<file path="src/rtl/rib_arbiter.sv">
// rib_arbiter: three-master, one-slave arbiter/sequencer for the RIB bus.
//   m0 = debug master, m1 = core data port, m2 = core instruction port.
//   Fixed priority m0 > m1 > m2, with m2 promoted after STARVE_LIMIT lost
//   arbitrations. A watchdog force-completes a transfer with err_o if the
//   slave does not ack within TIMEOUT+1 ACCESS cycles.
// Ports:
//   clk, rst                 clock, synchronous active-high reset
//   mX_req_i/we/size/addr/wdata   master request and fields, held until ack
//   mX_rdata_o, mX_ack_o     read data and one-cycle completion pulse
//   s_req_o/we/size/addr/wdata    slave request (fields registered at grant)
//   s_rdata_i, s_ack_i       slave read data and completion
//   hold_flag_o              core stall request (combinational)
//   err_o                    timeout pulse, coincident with the forced ack
//
// state  | meaning
// IDLE   | no transfer; arbitrate among pending requests
// ACCESS | s_req_o asserted, waiting for s_ack_i or watchdog expiry
// RESP   | one-cycle ack to the granted master
module rib_arbiter #(
   parameter int STARVE_LIMIT = 4,
   parameter int TIMEOUT      = 255
) (
   input  logic        clk,
   input  logic        rst,
   input  logic        m0_req_i,
   input  logic        m0_we_i,
   input  logic [2:0]  m0_size_i,
   input  logic [31:0] m0_addr_i,
   input  logic [31:0] m0_wdata_i,
   output logic [31:0] m0_rdata_o,
   output logic        m0_ack_o,
   input  logic        m1_req_i,
   input  logic        m1_we_i,
   input  logic [2:0]  m1_size_i,
   input  logic [31:0] m1_addr_i,
   input  logic [31:0] m1_wdata_i,
   output logic [31:0] m1_rdata_o,
   output logic        m1_ack_o,
   input  logic        m2_req_i,
   input  logic        m2_we_i,
   input  logic [2:0]  m2_size_i,
   input  logic [31:0] m2_addr_i,
   input  logic [31:0] m2_wdata_i,
   output logic [31:0] m2_rdata_o,
   output logic        m2_ack_o,
   output logic        s_req_o,
   output logic        s_we_o,
   output logic [2:0]  s_size_o,
   output logic [31:0] s_addr_o,
   output logic [31:0] s_wdata_o,
   input  logic [31:0] s_rdata_i,
   input  logic        s_ack_i,
   output logic        hold_flag_o,
   output logic        err_o
);

   localparam logic [2:0] STARVE_MAX = 3'(STARVE_LIMIT);
   localparam logic [7:0] WAIT_MAX   = 8'(TIMEOUT);

   typedef enum logic [1:0] {ST_IDLE, ST_ACCESS, ST_RESP} state_t;

   state_t      state, state_nxt;
   logic [1:0]  gnt;
   logic [7:0]  wait_cnt;
   logic [2:0]  starve_cnt;
   logic        err_q;
   logic        any_req;
   logic        timeout;
   logic [1:0]  win;
   logic        win_we;
   logic [2:0]  win_size;
   logic [31:0] win_addr;
   logic [31:0] win_wdata;

   // state register
   always_ff @(posedge clk) begin
      if (rst) state <= ST_IDLE;
      else     state <= state_nxt;
   end

   // next-state and winner selection
   always_comb begin
      any_req   = m0_req_i | m1_req_i | m2_req_i;
      timeout   = (wait_cnt == WAIT_MAX);
      state_nxt = state;
      if (starve_cnt == STARVE_MAX && m2_req_i) win = 2'd2;
      else if (m0_req_i)                        win = 2'd0;
      else if (m1_req_i)                        win = 2'd1;
      else                                      win = 2'd2;
      case (win)
         2'd0: begin
            win_we = m0_we_i; win_size = m0_size_i;
            win_addr = m0_addr_i; win_wdata = m0_wdata_i;
         end
         2'd1: begin
            win_we = m1_we_i; win_size = m1_size_i;
            win_addr = m1_addr_i; win_wdata = m1_wdata_i;
         end
         default: begin
            win_we = m2_we_i; win_size = m2_size_i;
            win_addr = m2_addr_i; win_wdata = m2_wdata_i;
         end
      endcase
      case (state)
         ST_IDLE:   if (any_req) state_nxt = ST_ACCESS;
         ST_ACCESS: if (s_ack_i || timeout) state_nxt = ST_RESP;
         ST_RESP:   state_nxt = ST_IDLE;
         default:   state_nxt = ST_IDLE;
      endcase
   end

   // datapath: grant latch, slave fields, counters, read data capture
   always_ff @(posedge clk) begin
      if (rst) begin
         gnt        <= 2'd0;
         wait_cnt   <= 8'd0;
         starve_cnt <= 3'd0;
         err_q      <= 1'b0;
         s_we_o     <= 1'b0;
         s_size_o   <= 3'd0;
         s_addr_o   <= 32'd0;
         s_wdata_o  <= 32'd0;
         m0_rdata_o <= 32'd0;
         m1_rdata_o <= 32'd0;
         m2_rdata_o <= 32'd0;
      end else begin
         case (state)
            ST_IDLE: begin
               if (any_req) begin
                  gnt       <= win;
                  wait_cnt  <= 8'd0;
                  s_we_o    <= win_we;
                  s_size_o  <= win_size;
                  s_addr_o  <= win_addr;
                  s_wdata_o <= win_wdata;
                  if (win == 2'd2)
                     starve_cnt <= 3'd0;
                  else if (m2_req_i && starve_cnt != STARVE_MAX)
                     starve_cnt <= starve_cnt + 3'd1;
               end
            end
            ST_ACCESS: begin
               if (s_ack_i || timeout) begin
                  // a timed-out transfer returns zero read data
                  err_q <= ~s_ack_i;
                  case (gnt)
                     2'd0:    m0_rdata_o <= s_ack_i ? s_rdata_i : 32'd0;
                     2'd1:    m1_rdata_o <= s_ack_i ? s_rdata_i : 32'd0;
                     default: m2_rdata_o <= s_ack_i ? s_rdata_i : 32'd0;
                  endcase
               end else begin
                  wait_cnt <= wait_cnt + 8'd1;
               end
            end
            default: ;
         endcase
      end
   end

   // outputs
   always_comb begin
      s_req_o  = (state == ST_ACCESS);
      m0_ack_o = (state == ST_RESP) && (gnt == 2'd0);
      m1_ack_o = (state == ST_RESP) && (gnt == 2'd1);
      m2_ack_o = (state == ST_RESP) && (gnt == 2'd2);
      err_o    = (state == ST_RESP) && err_q;
   end

   assign hold_flag_o = (m1_req_i & ~m1_ack_o) | (m2_req_i & ~m2_ack_o);

endmodule
</file>
<file path="config.mk">
export PLATFORM = sky130hd
export DESIGN_NAME = rib_arbiter
export DESIGN_NICKNAME = d
export VERILOG_FILES = /design/src/rtl/rib_arbiter.sv
export SDC_FILE = /design/constraint.sdc
export NUM_CORES = 1
export LEC_CHECK = 0
export CORE_AREA = 2 2 159 161
export DETAILED_ROUTE_END_ITERATION = 12
export DIE_AREA = 0 0 161 163
export PLACE_DENSITY = 0.7
export SLEW_MARGIN = 20
export SYNTH_ARGS = -nofsm -noshare
export SYNTH_HDL_FRONTEND = slang
export SYNTH_SLANG_ARGS = --single-unit
</file>
<file path="constraint.sdc">
create_clock -name clk -period 2 [get_ports clk]
set_input_delay 0.4 -clock clk [delete_from_list [all_inputs] [get_ports clk]]
set_output_delay 0.4 -clock clk [all_outputs]
set_load 0.05 [all_outputs]
</file>
==> results of run 1 <==
==> layout make-up <==
cell class / count / area [um2] / share of cell area
diodes: 4 / 10.0 / 0.000699
clock buffers: 18 / 439 / 0.0307
repair buffers: 465 / 4580 / 0.320
multi-input cells: 853 / 5070 / 0.354
inverters: 5 / 18.8 / 0.00131
well taps: 330 / 413 / 0.0288
clock inverters: 14 / 178 / 0.0124
flip-flops and latches: 180 / 3600 / 0.252
==> worst reg2reg max path: cells and delay by family (launching register included) <==
kind | cells | cell delay (ns)
flops | 1 | 0.39
fa+ha+maj | 1 | 0.21
simple gates | 2 | 0.29
compound gates | 2 | 0.84
==> cell usage after synthesis, types with 2 or more instances <==
master / count / area share
sky130_fd_sc_hd__or3_1: 2 / 0.0014
sky130_fd_sc_hd__nor2_1: 75 / 0.030
sky130_fd_sc_hd__ha_1: 3 / 0.0041
sky130_fd_sc_hd__inv_1: 5 / 0.0020
sky130_fd_sc_hd__nand4b_1: 2 / 0.0019
sky130_fd_sc_hd__o21a_1: 2 / 0.0016
sky130_fd_sc_hd__dfxtp_1: 180 / 0.39
sky130_fd_sc_hd__buf_6: 4 / 0.0049
sky130_fd_sc_hd__nor2b_1: 70 / 0.047
sky130_fd_sc_hd__nand4_1: 4 / 0.0027
sky130_fd_sc_hd__nand2b_1: 2 / 0.0014
sky130_fd_sc_hd__and3_1: 6 / 0.0041
sky130_fd_sc_hd__clkbuf_1: 93 / 0.038
sky130_fd_sc_hd__buf_1: 3 / 0.0012
sky130_fd_sc_hd__buf_4: 2 / 0.0016
sky130_fd_sc_hd__nor3_1: 73 / 0.040
sky130_fd_sc_hd__o2111a_1: 68 / 0.083
sky130_fd_sc_hd__a31oi_1: 75 / 0.051
sky130_fd_sc_hd__o21ai_0: 3 / 0.0016
sky130_fd_sc_hd__nand2_1: 140 / 0.057
sky130_fd_sc_hd__a21oi_1: 138 / 0.075
sky130_fd_sc_hd__a211oi_1: 34 / 0.028
sky130_fd_sc_hd__buf_2: 33 / 0.018
sky130_fd_sc_hd__a311oi_1: 65 / 0.062
sky130_fd_sc_hd__nand3_1: 79 / 0.043
==> report_power, final <==
| group | switching, W | total, W | internal [W] |
|---|---|---|---|
| clock | 0.00175 | 0.00349 | 0.00174 |
| combinational | 0.00179 | 0.00299 | 0.00120 |
| sequential | 0.000131 | 0.00394 | 0.00381 |
| total | 0.00367 | 0.0104 | 0.00675 |
==> cells by family after synthesis <==
logic type               share of synthesized area
AND/OR/NAND/NOR                              0.236
flip-flops                                   0.390
adder cells (fa/ha/maj)                    0.00406
buffers and inverters                       0.0654
AO/OA/AOI/OAI                                0.304
==> worst min path at each step <==
stage | from | to | cells past startpoint
after floorplan | starve_cnt[1] | starve_cnt[1] | 2
after global placement | starve_cnt[1] | starve_cnt[1] | 2
final | m1_req_i | gnt[0] | 3
after detailed placement | starve_cnt[0] | starve_cnt[0] | 2
after CTS | m1_req_i | gnt[0] | 3
after global routing | m1_req_i | gnt[0] | 3
==> flip-flops by register name, indices dropped and copies added (netlist names) <==
signal / flops
err_q: 1
gnt: 2
m0_rdata_o: 32
m1_rdata_o: 32
m2_rdata_o: 32
s_addr_o: 32
s_size_o: 3
s_wdata_o: 32
s_we_o: 1
starve_cnt: 3
state: 2
wait_cnt: 8
==> per-layer routing <==
metal / GRT usage / up-vias / wire length [um]
met4: 0.104 / 6 / 1070
met5: 0 / - / 35
met3: 0.0879 / 62 / 3310
met2: 0.427 / 394 / 16800
met1: 0.319 / 4957 / 14600
li1: - / 5093 / -
==> stage by stage <==
step	utilization	cells	TNS (ns)	cell area [um2]
floorplan	-	1173	0	9250
global placement	0.558	1833	-0.862	13800
detailed placement	0.558	1833	-3.08	13800
CTS	0.578	1865	0	14300
global route	0.580	1869	-0.0393	14300
finish	0.580	1869	0	14300
==> cell usage in the layout, fill, tap and decap left out, drive strengths merged, types with 2 or more instances in the layout <==
cell type / n
buf: 104
dfxtp: 180
diode: 4
clkbuf: 18
nor2b: 70
nand4b: 2
o21ai: 3
nor3: 73
clkinv: 6
dlymetal6s2s: 17
a211oi: 34
or3: 2
clkdlybuf4s50: 238
a31oi: 75
dlygate4sd2: 106
ha: 3
nand2b: 2
nand4: 4
nor2: 76
o2111a: 68
nand3: 79
nand2: 140
inv: 13
a21oi: 138
o21a: 2
and3: 6
a311oi: 65
==> repair_timing <==
action                     in CTS  in global routing
setup endpoints to repair     107                 18
resized for setup             107                 18
hold buffers                    0                  0
==> run_summary.xml, run 1 <==
<?xml version="1.0" encoding="UTF-8"?>
<metrics>
  <group name="timing">
    <metric name="hold_ws" unit="ns">0.341</metric>
    <metric name="hold_viol" unit="">0</metric>
    <metric name="finalSetupViolCount" unit="">0</metric>
    <metric name="timing.slew.headroom" unit="">0.567</metric>
    <metric name="drv_slew" unit="">0</metric>
    <metric name="slew_worst_pin" unit="ns">0.648</metric>
    <metric name="setup_slack" unit="ns">0.0893</metric>
    <metric name="max_freq" unit="GHz">0.523</metric>
    <metric name="rsz0062_at_grt" unit="">yes</metric>
    <metric name="clock_skew" unit="ns">0.0189</metric>
    <metric name="final.period_utilization" unit="">0.955</metric>
    <metric name="period_minus_slack" unit="ns">1.91</metric>
  </group>
  <group name="setup_path">
    <metric name="r2r_start" unit="">wait_cnt[0]</metric>
    <metric name="cp-start-kind" unit="">register</metric>
    <metric name="path_delay_family" unit="">flip-flops</metric>
    <metric name="slowest_cell_delay_on_critical_path" unit="ns">0.35</metric>
    <metric name="critical_path.endpoint" unit="">hold_flag_o</metric>
    <metric name="cp.arrival" unit="ns">1.51</metric>
    <metric name="critical_path_buf_inv_count" unit="">2</metric>
    <metric name="cp.depth" unit="">4</metric>
    <metric name="crit_start" unit="">gnt[1]</metric>
    <metric name="timing.critical_path.slowest_stage_cell" unit="">sky130_fd_sc_hd__dfxtp_1</metric>
    <metric name="reg2reg_depth" unit="">5</metric>
    <metric name="critPathKind" unit="">reg -&gt; out</metric>
    <metric name="timing.critical_path.fanout_max" unit="">4</metric>
    <metric name="setup.worst_path.end_class" unit="">output port</metric>
    <metric name="reg2reg_setup_slack" unit="ns">0.19</metric>
    <metric name="cp_required" unit="ns">1.60</metric>
    <metric name="worstPathCellList" unit="">inv_1 &gt; o41ai_2 &gt; nand2_1 &gt; buf_12</metric>
    <metric name="worstReg2RegEnd" unit="">wait_cnt[3]</metric>
  </group>
  <group name="yosys">
    <metric name="ys_dominant_reg_cell" unit="">sky130_fd_sc_hd__dfxtp_1</metric>
    <metric name="postSynthCellCount" unit="">1173</metric>
    <metric name="synth.yosys.warnings" unit="">0</metric>
    <metric name="synthesis.area_per_instance" unit="um2">7.87</metric>
    <metric name="synth_fp_nets" unit="">1418</metric>
    <metric name="seq_area_frac_synth" unit="">0.390</metric>
    <metric name="mappedNetlistArea" unit="um2">9240</metric>
    <metric name="distinct_cell_type_count_of_the_synthesized_netlist" unit="">37</metric>
    <metric name="synth-async-reset-ratio" unit="">0</metric>
    <metric name="flip_flop_and_latch_count_after_synthesis" unit="">180</metric>
    <metric name="synth_enable_flop_cells" unit="">0</metric>
  </group>
  <group name="clocking">
    <metric name="clock_tree.htree_level_count" unit="">4</metric>
    <metric name="clock_sink_count" unit="">180</metric>
    <metric name="worst_setup_hold_path_clk_slew" unit="ns">0.08</metric>
    <metric name="clock_tree.root_cell" unit="">sky130_fd_sc_hd__clkbuf_16</metric>
    <metric name="postCtsSetupRepairBufs" unit="">0</metric>
    <metric name="clock_latency" unit="ns">0.44</metric>
    <metric name="cts_buffer_depth" unit="">2</metric>
    <metric name="tritoncts" unit="">built</metric>
    <metric name="tritoncts_buffer_count" unit="">17</metric>
  </group>
  <group name="die">
    <metric name="number_of_placed_i_o_pins" unit="">412</metric>
    <metric name="floorplan.core_area" unit="um2">24700</metric>
    <metric name="num_rows" unit="">58</metric>
    <metric name="die_width" unit="um">161</metric>
    <metric name="die_height" unit="um">163</metric>
    <metric name="die_area" unit="um2">26200</metric>
    <metric name="initial_core_util" unit="">0.374</metric>
  </group>
  <group name="pwr">
    <metric name="power.ir.vdd_worst" unit="mV">0.473</metric>
    <metric name="leakagePower" unit="nW">5.67</metric>
    <metric name="power" unit="W">0.0104</metric>
    <metric name="p_per_area" unit="nW/um2">727</metric>
  </group>
  <group name="final_layout">
    <metric name="fraction_of_final_layout_cells_sized_beyond_drive_strength_1" unit="">0.0984</metric>
    <metric name="area.growth.synth_to_final" unit="%">55.0</metric>
    <metric name="fillCellCount" unit="">2303</metric>
    <metric name="final_net_count" unit="">1767</metric>
  </group>
  <group name="route">
    <metric name="route.vias.total" unit="">10500</metric>
    <metric name="drc" unit="">0</metric>
    <metric name="drt-wirelength-per-cell" unit="um">19.2</metric>
    <metric name="drtAntennaViolNets" unit="">0</metric>
    <metric name="drtPass1Iterations" unit="">7</metric>
    <metric name="detail_route.wirelength" unit="um">35900</metric>
    <metric name="initialDrtViolationCount" unit="">750</metric>
    <metric name="post_drt_via_cell_ratio" unit="">5.62</metric>
  </group>
  <group name="place">
    <metric name="buffer_ports.inserted" unit="">411</metric>
    <metric name="dp.final_hpwl" unit="um">25000</metric>
    <metric name="pre_cts_ws" unit="ns">-0.0842</metric>
    <metric name="place_congestion" unit="">0.923</metric>
  </group>
  <group name="global_route">
    <metric name="grt-ovfl-total" unit="">0</metric>
    <metric name="grt_first_pass_wirelength" unit="um">54900</metric>
    <metric name="grt.total_usage" unit="">0.262</metric>
    <metric name="antenna_found_initial" unit="">7</metric>
    <metric name="grt_start_max_net_pins" unit="">113</metric>
    <metric name="vias_in_the_first_global_route" unit="">9731</metric>
  </group>
  <group name="worst_hold_path">
    <metric name="hold_class" unit="">in -&gt; reg</metric>
  </group>
  <group name="flow_run">
    <metric name="count_of_max_cap_constraint_violations" unit="">0</metric>
  </group>
  <group name="outcome">
    <metric name="run_status" unit="">completed</metric>
  </group>
</metrics>
Note: power is estimated with default switching activity, not from simulation.
==> run 2, diff against run 1 <==
- ABC_CLOCK_PERIOD_IN_PS: default -> 2000
- REMOVE_ABC_BUFFERS: default -> 1
==> run 2 against run 1 <==
Against the previous run:
- hold slack better by 0.0079 ns
- critical path type unchanged
- worst setup slack worse by 0.067 ns
- critical endpoint is now s_wdata_o[25]
- fmax down 3.4%
- largest power group unchanged
- critical path depth down 3
- first-iteration DRC count up 20%
- sequential power about the same
- sequential share of layout area down 0.088 points
- utilization up 0.20 points
- clock power up 1%
- non-clock buffer count down 3
- global-route usage up 0.32 points
==> run_summary.xml, run 2 (synthesis results as in run 1) <==
<?xml version="1.0" encoding="UTF-8"?>
<metrics>
  <group name="global_route">
    <metric name="grt.total_usage" unit="">0.265</metric>
    <metric name="grt-ovfl-total" unit="">0</metric>
    <metric name="grt_first_pass_wirelength" unit="um">55800</metric>
    <metric name="grt_start_max_net_pins" unit="">112</metric>
    <metric name="antenna_found_initial" unit="">2</metric>
    <metric name="vias_in_the_first_global_route" unit="">9825</metric>
  </group>
  <group name="worst_hold_path">
    <metric name="hold_class" unit="">in -&gt; reg</metric>
    <metric name="hold_path_startpoint" unit="">m1_req_i</metric>
    <metric name="timing.hold.worst_path_depth" unit="">3</metric>
    <metric name="min_to" unit="">gnt[0]</metric>
  </group>
  <group name="route">
    <metric name="drt-wirelength-per-cell" unit="um">19.6</metric>
    <metric name="route.vias.total" unit="">10600</metric>
    <metric name="highest-signal-layer" unit="">met5</metric>
    <metric name="drc" unit="">0</metric>
    <metric name="post_drt_via_cell_ratio" unit="">5.71</metric>
    <metric name="dr_wl_met3" unit="um">3580</metric>
    <metric name="met2_wirelength" unit="um">17100</metric>
    <metric name="initialDrtViolationCount" unit="">897</metric>
    <metric name="detail_route.wirelength" unit="um">36500</metric>
    <metric name="drtAntennaViolNets" unit="">0</metric>
    <metric name="wire_length_the_detailed_router_placed_on_met1" unit="um">14700</metric>
    <metric name="drtPass1Iterations" unit="">5</metric>
  </group>
  <group name="timing">
    <metric name="timing.slew.headroom" unit="">0.574</metric>
    <metric name="period_minus_slack" unit="ns">1.98</metric>
    <metric name="hold_viol" unit="">0</metric>
    <metric name="clock_skew" unit="ns">0.0209</metric>
    <metric name="final.period_utilization" unit="">0.989</metric>
    <metric name="drv_slew" unit="">0</metric>
    <metric name="finalSetupViolCount" unit="">0</metric>
    <metric name="hold_ws" unit="ns">0.349</metric>
    <metric name="slew_worst_pin" unit="ns">0.637</metric>
    <metric name="max_freq" unit="GHz">0.506</metric>
  </group>
  <group name="clocking">
    <metric name="worst_setup_hold_path_clk_slew" unit="ns">0.08</metric>
    <metric name="cts_buffer_depth" unit="">2</metric>
    <metric name="clock_tree.root_cell" unit="">sky130_fd_sc_hd__clkbuf_16</metric>
    <metric name="tritoncts" unit="">built</metric>
    <metric name="tritoncts_buffer_count" unit="">17</metric>
    <metric name="clock_tree.htree_level_count" unit="">4</metric>
    <metric name="clock_latency" unit="ns">0.43</metric>
    <metric name="clock_sink_count" unit="">180</metric>
  </group>
  <group name="final_layout">
    <metric name="multi_input_comb_area" unit="um2">5060</metric>
    <metric name="area.growth.synth_to_final" unit="%">55.5</metric>
    <metric name="fillCellCount" unit="">2297</metric>
    <metric name="fraction_of_final_layout_cells_sized_beyond_drive_strength_1" unit="">0.0940</metric>
    <metric name="most_frequent_standard_cell_in_the_layout_excluding_fill_and_tap_cells" unit="">sky130_fd_sc_hd__clkdlybuf4s50_1</metric>
    <metric name="final_design_area_no_fill" unit="um2">14400</metric>
    <metric name="final_net_count" unit="">1764</metric>
    <metric name="final_cell_mix" unit="">sky130_fd_sc_hd__clkdlybuf4s50_1, sky130_fd_sc_hd__dfxtp_1, sky130_fd_sc_hd__nand2_1</metric>
    <metric name="ff_latch_area" unit="um2">3600</metric>
  </group>
  <group name="setup_path">
    <metric name="critPathKind" unit="">reg -&gt; out</metric>
    <metric name="reg2reg_depth" unit="">6</metric>
    <metric name="path_delay_family" unit="">buffers and inverters</metric>
    <metric name="worstReg2RegEnd" unit="">m2_rdata_o[2]</metric>
    <metric name="slowest_cell_delay_on_critical_path" unit="ns">0.81</metric>
    <metric name="r2r_start" unit="">wait_cnt[0]</metric>
    <metric name="timing.critical_path.fanout_max" unit="">2</metric>
    <metric name="cp-start-kind" unit="">register</metric>
    <metric name="cp.arrival" unit="ns">1.58</metric>
    <metric name="worstPathCellList" unit="">clkdlybuf4s50_1</metric>
    <metric name="reg2reg_setup_slack" unit="ns">0.21</metric>
    <metric name="cp_required" unit="ns">1.60</metric>
    <metric name="critical_path_buf_inv_count" unit="">1</metric>
    <metric name="timing.critical_path.slowest_stage_cell" unit="">sky130_fd_sc_hd__clkdlybuf4s50_1</metric>
    <metric name="setup.worst_path.end_class" unit="">output port</metric>
  </group>
  <group name="place">
    <metric name="place_congestion" unit="">0.890</metric>
    <metric name="dp.final_hpwl" unit="um">25500</metric>
    <metric name="buffer_ports.inserted" unit="">411</metric>
    <metric name="placement.cell_area" unit="um2">13800</metric>
  </group>
  <group name="die">
    <metric name="die_height" unit="um">163</metric>
    <metric name="die_area" unit="um2">26200</metric>
    <metric name="num_rows" unit="">58</metric>
    <metric name="die_width" unit="um">161</metric>
    <metric name="floorplan.core_area" unit="um2">24700</metric>
    <metric name="number_of_placed_i_o_pins" unit="">412</metric>
    <metric name="initial_core_util" unit="">0.374</metric>
  </group>
  <group name="pwr">
    <metric name="power.ir.vdd_worst" unit="mV">0.527</metric>
    <metric name="leakagePower" unit="nW">5.86</metric>
    <metric name="p_per_area" unit="nW/um2">730</metric>
  </group>
  <group name="flow_run">
    <metric name="count_of_max_cap_constraint_violations" unit="">0</metric>
  </group>
  <group name="outcome">
    <metric name="run_status" unit="">completed</metric>
  </group>
</metrics>
## run 2: changes by cell type in the layout (fill, tap and decap cells not counted), moves of 3 or more
cell | previous run | this run
sky130_fd_sc_hd__clkinv_8 | 6 | 2
sky130_fd_sc_hd__buf_4 | 81 | 75
sky130_fd_sc_hd__dlygate4sd2_1 | 106 | 86
sky130_fd_sc_hd__inv_8 | 1 | 7
sky130_fd_sc_hd__dlymetal6s2s_1 | 17 | 34
sky130_fd_sc_hd__diode_2 | 4 | 1
sky130_fd_sc_hd__clkdlybuf4s50_1 | 238 | 242
sky130_fd_sc_hd__inv_6 | 6 | 3
## run 2: layout make-up
type	instances	share of cell area
timing repair buffer	462	0.324
multi-input combinational	853	0.352
sequential	180	0.251
clock buffer	18	0.0306
clock inverter	14	0.0122
tap	330	0.0287
inverter	5	0.00131
antenna	1	0.000174
## run 2: how the worst max path moves through the flow
stage,start,endpoint,slack (ns),cells after the start
after floorplan,starve_cnt[0],s_addr_o[0],-1.85,6
after global placement,s_ack_i,wait_cnt[7],-0.09,4
after detailed placement,m2_req_i,s_addr_o[1],-0.1,6
after CTS,m2_rdata_o[24],m2_rdata_o[24],0.00001,1
after global routing,s_wdata_o[25],s_wdata_o[25],-0.001,1
final,s_wdata_o[25],s_wdata_o[25],0.02,1
## run 2: stage by stage
step	worst slack, ns	power [W]	TNS, ns	utilization	cells
finish	0.0226	0.0105	0	0.582	1863
global route	-0.00129	0.0109	-0.00129	0.582	1863
CTS	0.0000112	0.0106	0	0.578	1862
detailed placement	-0.0975	0.00709	-4.93	0.558	1830
global placement	-0.0902	0.00707	-2.27	0.558	1830
floorplan	-1.85	0.00559	-285.71	-	1038
## run 2: what timing repair did
action                     CTS  global route
hold buffers                 0             0
cloned                       0             0
pin swaps                    0             1
setup buffers                0             0
resized for setup           86            35
setup endpoints to repair   86            35
## run 2: where the power goes
part | total (W) | internal (W) | switching (W) | leakage [nW]
logic | 0.00302 | 0.00122 | 0.00180 | 4.09
registers | 0.00393 | 0.00381 | 0.000128 | 1.47
clock network | 0.00354 | 0.00185 | 0.00169 | 0.301
total | 0.0105 | 0.00687 | 0.00362 | 5.86
## run 2: layer usage
layer | track usage | vias to the layer above
met5 | 0 | -
met4 | 0.101 | 2
met3 | 0.0863 | 52
met2 | 0.429 | 449
met1 | 0.329 | 5065
li1 | - | 5063
==> run 3, diff against run 2 <==
- ABC_AREA: default -> 1
- CORE_AREA: 2 2 159 161 -> 2 2 160 162
- DIE_AREA: 0 0 161 163 -> 0 0 162 164
- PLACE_DENSITY: 0.7 -> 0.66
==> run 3 against run 2 <==
Against the previous run:
- critical path depth is the same
- highest routed layer is now met4
- clock power decreased by 3%
- clock skew down 0.0076 ns
- power fell by 5.6%
==> run_summary.xml, run 3 <==
<?xml version="1.0" encoding="UTF-8"?>
<metrics>
  <group name="timing">
    <metric name="drv_slew" unit="">0</metric>
    <metric name="finalSetupViolCount" unit="">0</metric>
    <metric name="slew_worst_pin" unit="ns">0.617</metric>
    <metric name="hold_ws" unit="ns">0.462</metric>
    <metric name="max_freq" unit="GHz">0.510</metric>
    <metric name="hold_viol" unit="">0</metric>
    <metric name="period_minus_slack" unit="ns">1.96</metric>
    <metric name="timing.slew.headroom" unit="">0.589</metric>
    <metric name="clock_skew" unit="ns">0.0132</metric>
    <metric name="final.period_utilization" unit="">0.980</metric>
    <metric name="rsz0062_at_grt" unit="">no</metric>
  </group>
  <group name="yosys">
    <metric name="post-synth-top-count-cell" unit="">sky130_fd_sc_hd__nand2_1</metric>
    <metric name="mappedNetlistArea" unit="um2">8450</metric>
    <metric name="synth.mux.area_fraction" unit="">0</metric>
    <metric name="seq_area_frac_synth" unit="">0.426</metric>
    <metric name="synth_fa_ha_area_frac" unit="">0.00444</metric>
    <metric name="share_of_the_synthesized_netlist_area_taken_by_xor_and_xnor_gates" unit="">0.00104</metric>
    <metric name="ys_dominant_reg_cell" unit="">sky130_fd_sc_hd__dfxtp_1</metric>
    <metric name="synth_area_leader_cell" unit="">sky130_fd_sc_hd__dfxtp_1</metric>
    <metric name="dominant_combinational_cell_family_by_area_after_synthesis" unit="">simple AND/OR/NAND/NOR gates</metric>
    <metric name="synth-async-reset-ratio" unit="">0</metric>
    <metric name="distinct_cell_type_count_of_the_synthesized_netlist" unit="">26</metric>
    <metric name="synth_common_cells" unit="">sky130_fd_sc_hd__nand2_1, sky130_fd_sc_hd__nand3_1, sky130_fd_sc_hd__dfxtp_1, sky130_fd_sc_hd__a21oi_1, sky130_fd_sc_hd__nor2_1</metric>
    <metric name="ys_top_cells_by_area" unit="">sky130_fd_sc_hd__dfxtp_1, sky130_fd_sc_hd__nand2_1, sky130_fd_sc_hd__nand3_1</metric>
    <metric name="synth.yosys.warnings" unit="">0</metric>
    <metric name="fraction_of_post_synthesis_cell_area_in_the_top_cell_type_by_area" unit="">0.426</metric>
    <metric name="flip_flop_and_latch_count_after_synthesis" unit="">180</metric>
    <metric name="synthesis.area_per_instance" unit="um2">6.82</metric>
    <metric name="synth-compound-area-share" unit="">0.112</metric>
    <metric name="postSynthCellCount" unit="">1240</metric>
    <metric name="synth_enable_flop_cells" unit="">0</metric>
    <metric name="yosys.area_share.simple" unit="">0.368</metric>
  </group>
  <group name="place">
    <metric name="place_congestion" unit="">0.857</metric>
    <metric name="placement.cell_area" unit="um2">13000</metric>
    <metric name="place.detailed.instances" unit="">1914</metric>
    <metric name="buffer_ports.inserted" unit="">411</metric>
    <metric name="dp.final_hpwl" unit="um">23900</metric>
  </group>
  <group name="final_layout">
    <metric name="area.growth.synth_to_final" unit="%">61.3</metric>
    <metric name="multi_input_comb_area" unit="um2">4150</metric>
    <metric name="ff_latch_area" unit="um2">3610</metric>
    <metric name="final_net_count" unit="">1848</metric>
    <metric name="most_frequent_standard_cell_in_the_layout_excluding_fill_and_tap_cells" unit="">sky130_fd_sc_hd__nand2_1</metric>
    <metric name="layout.cells.non_filler" unit="">1947</metric>
    <metric name="fraction_of_final_layout_cells_sized_beyond_drive_strength_1" unit="">0.0910</metric>
    <metric name="utilization" unit="">0.550</metric>
    <metric name="fillCellCount" unit="">2452</metric>
    <metric name="final_cell_mix" unit="">sky130_fd_sc_hd__nand2_1, sky130_fd_sc_hd__clkdlybuf4s50_1, sky130_fd_sc_hd__nand3_1</metric>
    <metric name="final_design_area_no_fill" unit="um2">13600</metric>
  </group>
  <group name="die">
    <metric name="floorplan.core_area" unit="um2">24800</metric>
    <metric name="num_rows" unit="">58</metric>
    <metric name="die_height" unit="um">164</metric>
    <metric name="initial_core_util" unit="">0.341</metric>
    <metric name="die_width" unit="um">162</metric>
    <metric name="die_area" unit="um2">26600</metric>
    <metric name="number_of_placed_i_o_pins" unit="">412</metric>
  </group>
  <group name="setup_path">
    <metric name="setup.worst_path.end_class" unit="">output port</metric>
    <metric name="critPathKind" unit="">reg -&gt; out</metric>
    <metric name="cp-start-kind" unit="">register</metric>
    <metric name="slowest_cell_delay_on_critical_path" unit="ns">0.80</metric>
    <metric name="worstPathCellList" unit="">clkdlybuf4s50_1</metric>
    <metric name="critical_path_buf_inv_count" unit="">1</metric>
    <metric name="cp_required" unit="ns">1.60</metric>
    <metric name="reg2reg_setup_slack" unit="ns">0.31</metric>
    <metric name="timing.critical_path.fanout_max" unit="">2</metric>
    <metric name="timing.critical_path.slowest_stage_cell" unit="">sky130_fd_sc_hd__clkdlybuf4s50_1</metric>
    <metric name="path_delay_family" unit="">buffers and inverters</metric>
    <metric name="cp.arrival" unit="ns">1.56</metric>
  </group>
  <group name="route">
    <metric name="route.vias.total" unit="">9870</metric>
    <metric name="drc" unit="">0</metric>
    <metric name="post_drt_via_cell_ratio" unit="">5.07</metric>
    <metric name="drt-wirelength-per-cell" unit="um">17.0</metric>
    <metric name="drtPass1Iterations" unit="">5</metric>
    <metric name="initialDrtViolationCount" unit="">763</metric>
    <metric name="detail_route.wirelength" unit="um">33100</metric>
    <metric name="drtAntennaViolNets" unit="">0</metric>
  </group>
  <group name="clocking">
    <metric name="worst_setup_hold_path_clk_slew" unit="ns">0.08</metric>
    <metric name="clock_sink_count" unit="">180</metric>
    <metric name="postCtsSetupRepairBufs" unit="">0</metric>
    <metric name="clock_latency" unit="ns">0.44</metric>
    <metric name="clock_tree.htree_level_count" unit="">4</metric>
    <metric name="tritoncts_buffer_count" unit="">17</metric>
    <metric name="clock_tree.root_cell" unit="">sky130_fd_sc_hd__clkbuf_16</metric>
    <metric name="tritoncts" unit="">built</metric>
    <metric name="cts_buffer_depth" unit="">2</metric>
    <metric name="cts_hold_repair.buffers" unit="">0</metric>
  </group>
  <group name="global_route">
    <metric name="grt_first_pass_wirelength" unit="um">50100</metric>
    <metric name="grt-ovfl-total" unit="">0</metric>
    <metric name="grt.total_usage" unit="">0.240</metric>
    <metric name="grtUsageMet2" unit="">0.415</metric>
    <metric name="grt_start_max_net_pins" unit="">118</metric>
    <metric name="grt.met1_usage" unit="">0.283</metric>
    <metric name="vias_in_the_first_global_route" unit="">9353</metric>
    <metric name="antenna_found_initial" unit="">1</metric>
    <metric name="grt_most_used_layer" unit="">met2</metric>
    <metric name="globalRouteMet3Util" unit="">0.0551</metric>
  </group>
  <group name="outcome">
    <metric name="run_status" unit="">completed</metric>
  </group>
  <group name="flow_run">
    <metric name="count_of_max_cap_constraint_violations" unit="">0</metric>
  </group>
  <group name="pwr">
    <metric name="power.ir.vdd_worst" unit="mV">0.379</metric>
    <metric name="leakagePower" unit="nW">6.38</metric>
    <metric name="p_per_area" unit="nW/um2">726</metric>
  </group>
  <group name="worst_hold_path">
    <metric name="hold_class" unit="">reg -&gt; reg</metric>
  </group>
</metrics>
run 3: layer usage:
metal | wire (um) | share of wire
met3 | 2280 | 0.069
met4 | 1400 | 0.042
met1 | 13300 | 0.40
met5 | 0 | 0
met2 | 16200 | 0.49
run 3: per-stage QoR:
stage          setup TNS (ns)  power [W]  setup slack (ns)
3_3_place_gp                0    0.00658            0.0464
2_1_floorplan         -425.00    0.00523             -3.62
3_5_place_dp                0    0.00661            0.0484
6_report                    0    0.00991            0.0406
4_1_cts                     0    0.00999          0.000551
5_1_grt                     0     0.0103          0.000655
run 3: cell families (layout without fill, tap and decap cells):
family                   after synthesis  in the layout
XOR/XNOR                               1              1
other                                  0              1
buffers and inverters                163            539
flip-flops                           180            180
adder cells (fa/ha/maj)                3              3
AO/OA/AOI/OAI                        186            186
AND/OR/NAND/NOR                      707            707
run 3: layout make-up:
cell class | instances | area share
well taps | 330 | 0.0303
multi-input cells | 897 | 0.305
inverters | 54 | 0.0149
clock buffers | 17 | 0.0312
flip-flops and latches | 180 | 0.264
clock inverters | 15 | 0.0150
diodes | 1 | 0.000183
repair buffers | 453 | 0.340
run 3: repair_timing:
action | 4_1_cts | 5_1_grt
endpoints found under the setup margin | 89 | 34
pin swaps | 0 | 0
gates resized for setup | 89 | 35
run 3: power breakdown:
part           internal (W)  switching [W]  total [W]  leakage, nW
logic               0.00101        0.00158    0.00259         4.61
registers           0.00377       0.000105    0.00388         1.47
clock network       0.00172        0.00172    0.00344        0.299
total               0.00650        0.00340    0.00991         6.38
run 3: path summary, 6_finish.rpt:
| path | end | cells past startpoint | start |
|---|---|---|---|
| setup / recovery | m2_rdata_o[21] | 1 | m2_rdata_o[21] |
| hold reg to reg | m0_rdata_o[12] | 2 | m0_rdata_o[12] |
| hold / removal | m0_rdata_o[12] | 2 | m0_rdata_o[12] |
| setup reg to reg | m1_rdata_o[7] | 9 | wait_cnt[0] |
